`config.mk`:
```
export PLATFORM = sky130hd
export DESIGN_NAME = pkg_value_streamer
export DESIGN_NICKNAME = d
export VERILOG_FILES = /design/src/rtl/pkg_value_streamer_pkg.sv /design/src/rtl/pkg_value_bank.sv /design/src/rtl/pkg_value_streamer.sv
export SDC_FILE = /design/constraint.sdc
export NUM_CORES = 1
export LEC_CHECK = 0
export BUFFER_PORTS_ARGS = -buffer_cell sky130_fd_sc_hd__buf_2
export CAP_MARGIN = 20
export CORE_MARGIN = 1
export CORE_UTILIZATION = 35
export CTS_CLUSTER_DIAMETER = 100
export DETAILED_ROUTE_END_ITERATION = 10
export SETUP_SLACK_MARGIN = 0.02
export SLEW_MARGIN = 40
export SYNTH_ARGS = -nofsm -noshare
export SYNTH_HDL_FRONTEND = slang
export SYNTH_SLANG_ARGS = --single-unit
```
`constraint.sdc`:
```
create_clock -name clk -period 1.7 [get_ports clk]
set_input_delay 0.085 -clock clk [delete_from_list [all_inputs] [get_ports clk]]
set_output_delay 0.085 -clock clk [all_outputs]
set_load 0.01 [all_outputs]
```
`src/rtl/pkg_value_streamer_pkg.sv`:
```
// Shared constants, FSM state type and parity helper for the per-channel value streamer.
package pkg_value_streamer_pkg;

  localparam int STREAMER_Z     = 1;
  localparam int STREAMER_INIT  = STREAMER_Z;
  localparam int STREAMER_WIDTH = STREAMER_Z;

  typedef enum logic [0:0] {
    IDLE   = 1'b0,
    STREAM = 1'b1
  } stream_state_e;

  function automatic logic even_parity(input logic [63:0] value);
    even_parity = ^value;
  endfunction

endpackage

```
`src/rtl/pkg_value_bank.sv`:
```
// Channel register bank: one WIDTH-bit register per channel, indexed write port and a
// combinational read that already reflects a same-cycle write to the read channel.
module pkg_value_bank
  import pkg_value_streamer_pkg::*;
#(
  parameter int          WIDTH    = STREAMER_WIDTH,
  parameter int          N_CH     = 4,
  parameter logic [63:0] INIT_VAL = 64'(STREAMER_INIT),
  parameter int          CH_W     = (N_CH > 1) ? $clog2(N_CH) : 1
) (
  input  logic             clk,
  input  logic             rst_n,
  input  logic             wr_en,
  input  logic [CH_W-1:0]  wr_ch,
  input  logic [WIDTH-1:0] wr_data,
  input  logic [CH_W-1:0]  rd_ch,
  output logic [WIDTH-1:0] rd_data
);

  logic [WIDTH-1:0] mem_q [N_CH];
  logic [WIDTH-1:0] mem_d [N_CH];

  // Next bank contents; an index with no matching channel leaves every entry untouched.
  always_comb begin
    for (int i = 0; i < N_CH; i++) begin
      mem_d[i] = (wr_en && (wr_ch == CH_W'(i))) ? wr_data : mem_q[i];
    end
  end

  // Reading the next-state array gives write-through forwarding for free.
  always_comb begin
    rd_data = mem_d[0];
    for (int i = 1; i < N_CH; i++) begin
      rd_data = (rd_ch == CH_W'(i)) ? mem_d[i] : rd_data;
    end
  end

  // Bank register array with synchronous reset to the init constant.
  always_ff @(posedge clk) begin
    if (!rst_n) begin
      for (int i = 0; i < N_CH; i++) begin
        mem_q[i] <= INIT_VAL[WIDTH-1:0];
      end
    end else begin
      for (int i = 0; i < N_CH; i++) begin
        mem_q[i] <= mem_d[i];
      end
    end
  end

endmodule

```
`src/rtl/pkg_value_streamer.sv`:
```
// Streams every channel register in index order over valid/ready with a last flag.
// Optional registered even-parity output enabled by PKG_VALUE_STREAMER_PARITY_EN.
module pkg_value_streamer
  import pkg_value_streamer_pkg::*;
#(
  parameter int          WIDTH    = STREAMER_WIDTH,
  parameter int          N_CH     = 4,
  parameter logic [63:0] INIT_VAL = 64'(STREAMER_INIT),
  parameter int          CH_W     = (N_CH > 1) ? $clog2(N_CH) : 1
) (
  input  logic             clk,
  input  logic             rst_n,
  input  logic             wr_en,
  input  logic [CH_W-1:0]  wr_ch,
  input  logic [WIDTH-1:0] wr_data,
  input  logic             start,
  output logic             busy,
  output logic             out_valid,
  input  logic             out_ready,
  output logic [CH_W-1:0]  out_ch,
  output logic [WIDTH-1:0] out_data,
  output logic             out_last
`ifdef PKG_VALUE_STREAMER_PARITY_EN
  ,
  output logic             out_parity
`endif
);

  localparam logic [CH_W-1:0] LAST_CH = CH_W'(N_CH - 1);

  stream_state_e    state_q, state_d;
  logic [CH_W-1:0]  out_ch_q, out_ch_d, nxt_ch, rd_ch;
  logic [WIDTH-1:0] out_data_q, out_data_d, rd_data;
  logic             busy_q, busy_d, out_valid_q, out_valid_d, out_last_q, out_last_d;

  pkg_value_bank #(
    .WIDTH   (WIDTH),
    .N_CH    (N_CH),
    .INIT_VAL(INIT_VAL),
    .CH_W    (CH_W)
  ) u_bank (
    .clk    (clk),
    .rst_n  (rst_n),
    .wr_en  (wr_en),
    .wr_ch  (wr_ch),
    .wr_data(wr_data),
    .rd_ch  (rd_ch),
    .rd_data(rd_data)
  );

  // Channel that would be loaded at the next edge: ch0 on a start, else the successor.
  always_comb begin
    nxt_ch = out_ch_q + CH_W'(1);
    rd_ch  = (state_q == STREAM) ? nxt_ch : CH_W'(0);
  end

  // Stream FSM next-state and beat register updates.
  always_comb begin
    state_d     = state_q;
    out_ch_d    = out_ch_q;
    out_data_d  = out_data_q;
    busy_d      = busy_q;
    out_valid_d = out_valid_q;
    out_last_d  = out_last_q;
    case (state_q)
      IDLE: begin
        if (start) begin
          state_d     = STREAM;
          out_ch_d    = CH_W'(0);
          out_data_d  = rd_data;
          busy_d      = 1'b1;
          out_valid_d = 1'b1;
          out_last_d  = (LAST_CH == CH_W'(0));
        end else begin
          busy_d      = 1'b0;
          out_valid_d = 1'b0;
        end
      end
      STREAM: begin
        if (out_ready && out_last_q) begin
          state_d     = IDLE;
          out_ch_d    = CH_W'(0);
          out_data_d  = '0;
          busy_d      = 1'b0;
          out_valid_d = 1'b0;
          out_last_d  = 1'b0;
        end else if (out_ready) begin
          out_ch_d    = nxt_ch;
          out_data_d  = rd_data;
          out_last_d  = (nxt_ch == LAST_CH);
        end else begin
          state_d     = STREAM;
        end
      end
      default: begin
        state_d     = IDLE;
        out_ch_d    = CH_W'(0);
        out_data_d  = '0;
        busy_d      = 1'b0;
        out_valid_d = 1'b0;
        out_last_d  = 1'b0;
      end
    endcase
  end

  // FSM state and beat output registers.
  always_ff @(posedge clk) begin
    if (!rst_n) begin
      state_q     <= IDLE;
      out_ch_q    <= CH_W'(0);
      out_data_q  <= '0;
      busy_q      <= 1'b0;
      out_valid_q <= 1'b0;
      out_last_q  <= 1'b0;
    end else begin
      state_q     <= state_d;
      out_ch_q    <= out_ch_d;
      out_data_q  <= out_data_d;
      busy_q      <= busy_d;
      out_valid_q <= out_valid_d;
      out_last_q  <= out_last_d;
    end
  end

`ifdef PKG_VALUE_STREAMER_PARITY_EN
  logic out_parity_q, out_parity_d;

  // Parity follows out_data_d, so it is held whenever the beat is held.
  always_comb begin
    out_parity_d = even_parity(64'(out_data_d));
  end

  // Parity register loaded alongside the beat data.
  always_ff @(posedge clk) begin
    if (!rst_n) begin
      out_parity_q <= 1'b0;
    end else begin
      out_parity_q <= out_parity_d;
    end
  end

  assign out_parity = out_parity_q;
`endif

  assign busy      = busy_q;
  assign out_valid = out_valid_q;
  assign out_ch    = out_ch_q;
  assign out_data  = out_data_q;
  assign out_last  = out_last_q;

endmodule

```
==> metrics.md <==
| Metric | Value |
|---|---|
| Max Buffers Root-to-Sink | `2` |
| Critical path's slowest cell | `ha_1` |
| RSZ-0062 raised after global routing | `false` |
| Number of synthesized flops with an enable pin | `0` |
| Final Hold Vio Count | `0` |
| Leak Pwr | `around 0.00028 uW` |
| Layout area overhead | `19.6%` |
| Crit path time final | `~1.6 ns` |
| Commonest non-fill, non-tap cells in the layout | `buf_2, dfxtp_1, nand2_1` |
| Num rows | `13` |
| Final antenna diode count | `0` |
| Final HPWL DP | `roughly 800 um` |
| Net count of the mapped netlist | `just under 70` |
| Routed wire length | `just over 1 mm` |
| DRT antenna net count | `0` |
| FFs w/ async S/R, synth | `0` |
| Cell count after synthesis | `slightly below 60` |
| Final setup violation count | `0` |
| Residual DRC | `0` |
| Yosys reg bits | `10` |
| Area of the mapped netlist | `approximately 550 um^2` |
| # Post-CTS Setup Buffers | `0` |
| Clk Latency, worst-skew pair | `~0.27 ns` |
| Reg power frac | `0.452` |
| 1st-iter DRT viols | `14` |
| Total negative setup slack | `0 ns` |
| Worst Tran Pin Value | `0.321 ns` |
| Syn. warnings | `0` |
| CP endpoint kind | `flip-flop` |
| Grt ovf | `0` |
| P_sw | `145 uW` |
| Yosys cell types | `32` |
| Primary FF master, synth | `dfxtp_1` |
| DIE AREA | `around 1700 um^2` |
| Die Y | `~42 um` |
| Required @ worst endpoint | `around 1.9 ns` |
| Tot GR Track Use | `0.136` |
| Cell count after placement | `85` |
| Largest net degree at the start of global routing | `10` |
| Critical path class | `flip-flop to flip-flop` |
| Avg Inst Size Synth | `9.29 um^2` |
| IO Port Bufs | `13` |
| GP Congestion | `0.688` |
| Clk slew on worst S/H paths | `0.07 ns` |
| Status | `complete, no violations` |
| Root Driver | `clkbuf_4` |
| IO Count | `14` |
| Most area-consuming cells after synthesis | `dfxtp_1, mux2i_1, o32ai_4, nand2_1, nand3b_1` |
| Relative slew slack | `0.780` |
| Crit-path cells | `inv_1 -> ha_1 -> nand2b_1 -> o21ai_1 -> o32ai_4 -> o21ai_2` |
| Register area share after synthesis | `0.365` |
| First-pass GRT wire length | `about 1.8 mm` |
| DR vias | `471` |
| Slew Limit Fails | `0` |
| Cts bufs inserted | `3` |
| First drt pass iteration count | `4` |
| CP Max Fanout | `6` |
| Number of vias per cell | `around 5.3` |
| Starting Density | `0.396` |
| Peak supply drop | `about 450 uV` |
| Die W | `a little over 40 um` |
| Clk pwr share | `0.380` |
| Commonest non-fill, non-tap cell in the layout | `buf_2` |
| CP Launch Type | `flip-flop` |
| Post-cts resize count | `0` |
| Pwr/cell area | `approximately 870 nW/um^2` |
| H-tree depth | `1` |
| Setup Skew | `0.00559 ns` |
| P_int | `about 420 uW` |
| Antenna violations before repair | `0` |
| Clock sinks | `10` |
| Final Instance Count excl. Fillers | `89` |
| Max Fclk | `between 600 and 700 MHz` |
| Drt wl/cell | `about 12 um` |
| CP max stage delay | `roughly 0.40 ns` |
| Worst hold path type | `input port to flip-flop` |
| Core area | `between 1000 and 1500 um^2` |
| Layout cell share with drive strength beyond 1 | `0.338` |
| Worst EP arrival | `around 1.8 ns` |
| Synth top area share | `0.365` |
| MaxCap Viol Count | `0` |
| Nets | `84` |
| CTS tree | `yes` |
| Final period util | `0.932` |
| Area leader, netlist | `dfxtp_1` |
| Sw frac | `0.256` |
| Gate power share | `0.168` |
| Vias in the first global route | `430` |
| Hold_buf cts | `0` |
## power groups by stage
stage / combinational (uW) / clock (uW) / sequential (uW)
2_1_floorplan: 66.1 / 0 / 261
3_3_place_gp: 95.0 / 0 / 261
3_5_place_dp: 95.4 / 0 / 261
4_1_cts: 96.0 / 226 / 256
5_1_grt: 105 / 238 / 258
6_report: 95.0 / 216 / 256
## worst max-delay path: cells and delay by family, from the launching register on
| family | cells | cell delay, ns |
|---|---|---|
| and+or+nand+nor | 1 | 0.18 |
| buffers and inverters | 1 | 0.11 |
| AOI/OAI and AO/OA | 3 | 0.44 |
| adders and majority gates | 1 | 0.40 |
| DFF | 1 | 0.39 |
## metal layers
layer | wire, um | share of wire | track usage
met1 | 507 | 0.49 | 0.180
met2 | 476 | 0.46 | 0.194
met3 | 38 | 0.037 | 0.0522
met4 | 10 | 0.0097 | 0.0581
met5 | 0 | 0 | 0
## synth_stat cells (2+ instances only)
library cell	number
a21oi_1	2
nor2_1	6
dfxtp_1	10
nand2_1	7
nor2b_1	2
nand3b_1	3
or2_1	2
mux2i_1	3
## registers in the layout, indices dropped and copies added, names as in the netlist
name          count
out_ch            2
out_last          1
state_q           1
u_bank.mem_q      4
out_data          1
out_valid         1
## area by class of cell
class	count	area, um^2
Timing Repair Buffer	13	65.1
Fill cell	147	727
Tap cell	15	18.8
Inverter	2	7.51
Clock buffer	4	36.3
Multi-Input combinational cell	45	328
Sequential cell	10	200
## final timing paths
kind / from / to / slack, ns / cells past startpoint
setup reg to reg: out_ch[0]$_SDFFE_PN0P_ / out_data$_SDFFE_PN0P_ / 0.12 / 6
hold reg to reg: u_bank.mem_q[1]$_SDFF_PN1_ / u_bank.mem_q[1]$_SDFF_PN1_ / 0.48 / 2
setup / recovery: out_ch[0]$_SDFFE_PN0P_ / out_data$_SDFFE_PN0P_ / 0.12 / 6
hold / removal: rst_n / u_bank.mem_q[1]$_SDFF_PN1_ / 0.04 / 2
## kinds of logic after synthesis
| kind of cell | synth area share |
|---|---|
| AOI/OAI and AO/OA | 0.199 |
| and+or+nand+nor | 0.279 |
| adders and majority gates | 0.0228 |
| buffers and inverters | 0.0365 |
| xor gates and xnor gates | 0.0160 |
| muxes | 0.0822 |
| DFF | 0.365 |
## through the flow
stage / setup WS (ns) / utilization / total power, uW / hold WS, ns / instance area, um^2
6_report: 0.116 / 0.474 / 567 / 0.0395 / 656
5_1_grt: 0.0339 / 0.474 / 602 / 0.0332 / 656
4_1_cts: 0.108 / 0.474 / 578 / 0.0241 / 656
3_5_place_dp: 0.115 / 0.448 / 357 / 0.306 / 619
3_3_place_gp: 0.177 / 0.448 / 356 / 0.308 / 619
2_1_floorplan: 0.154 / - / 327 / 0.147 / 548
Power figures use the tool's default switching activity.
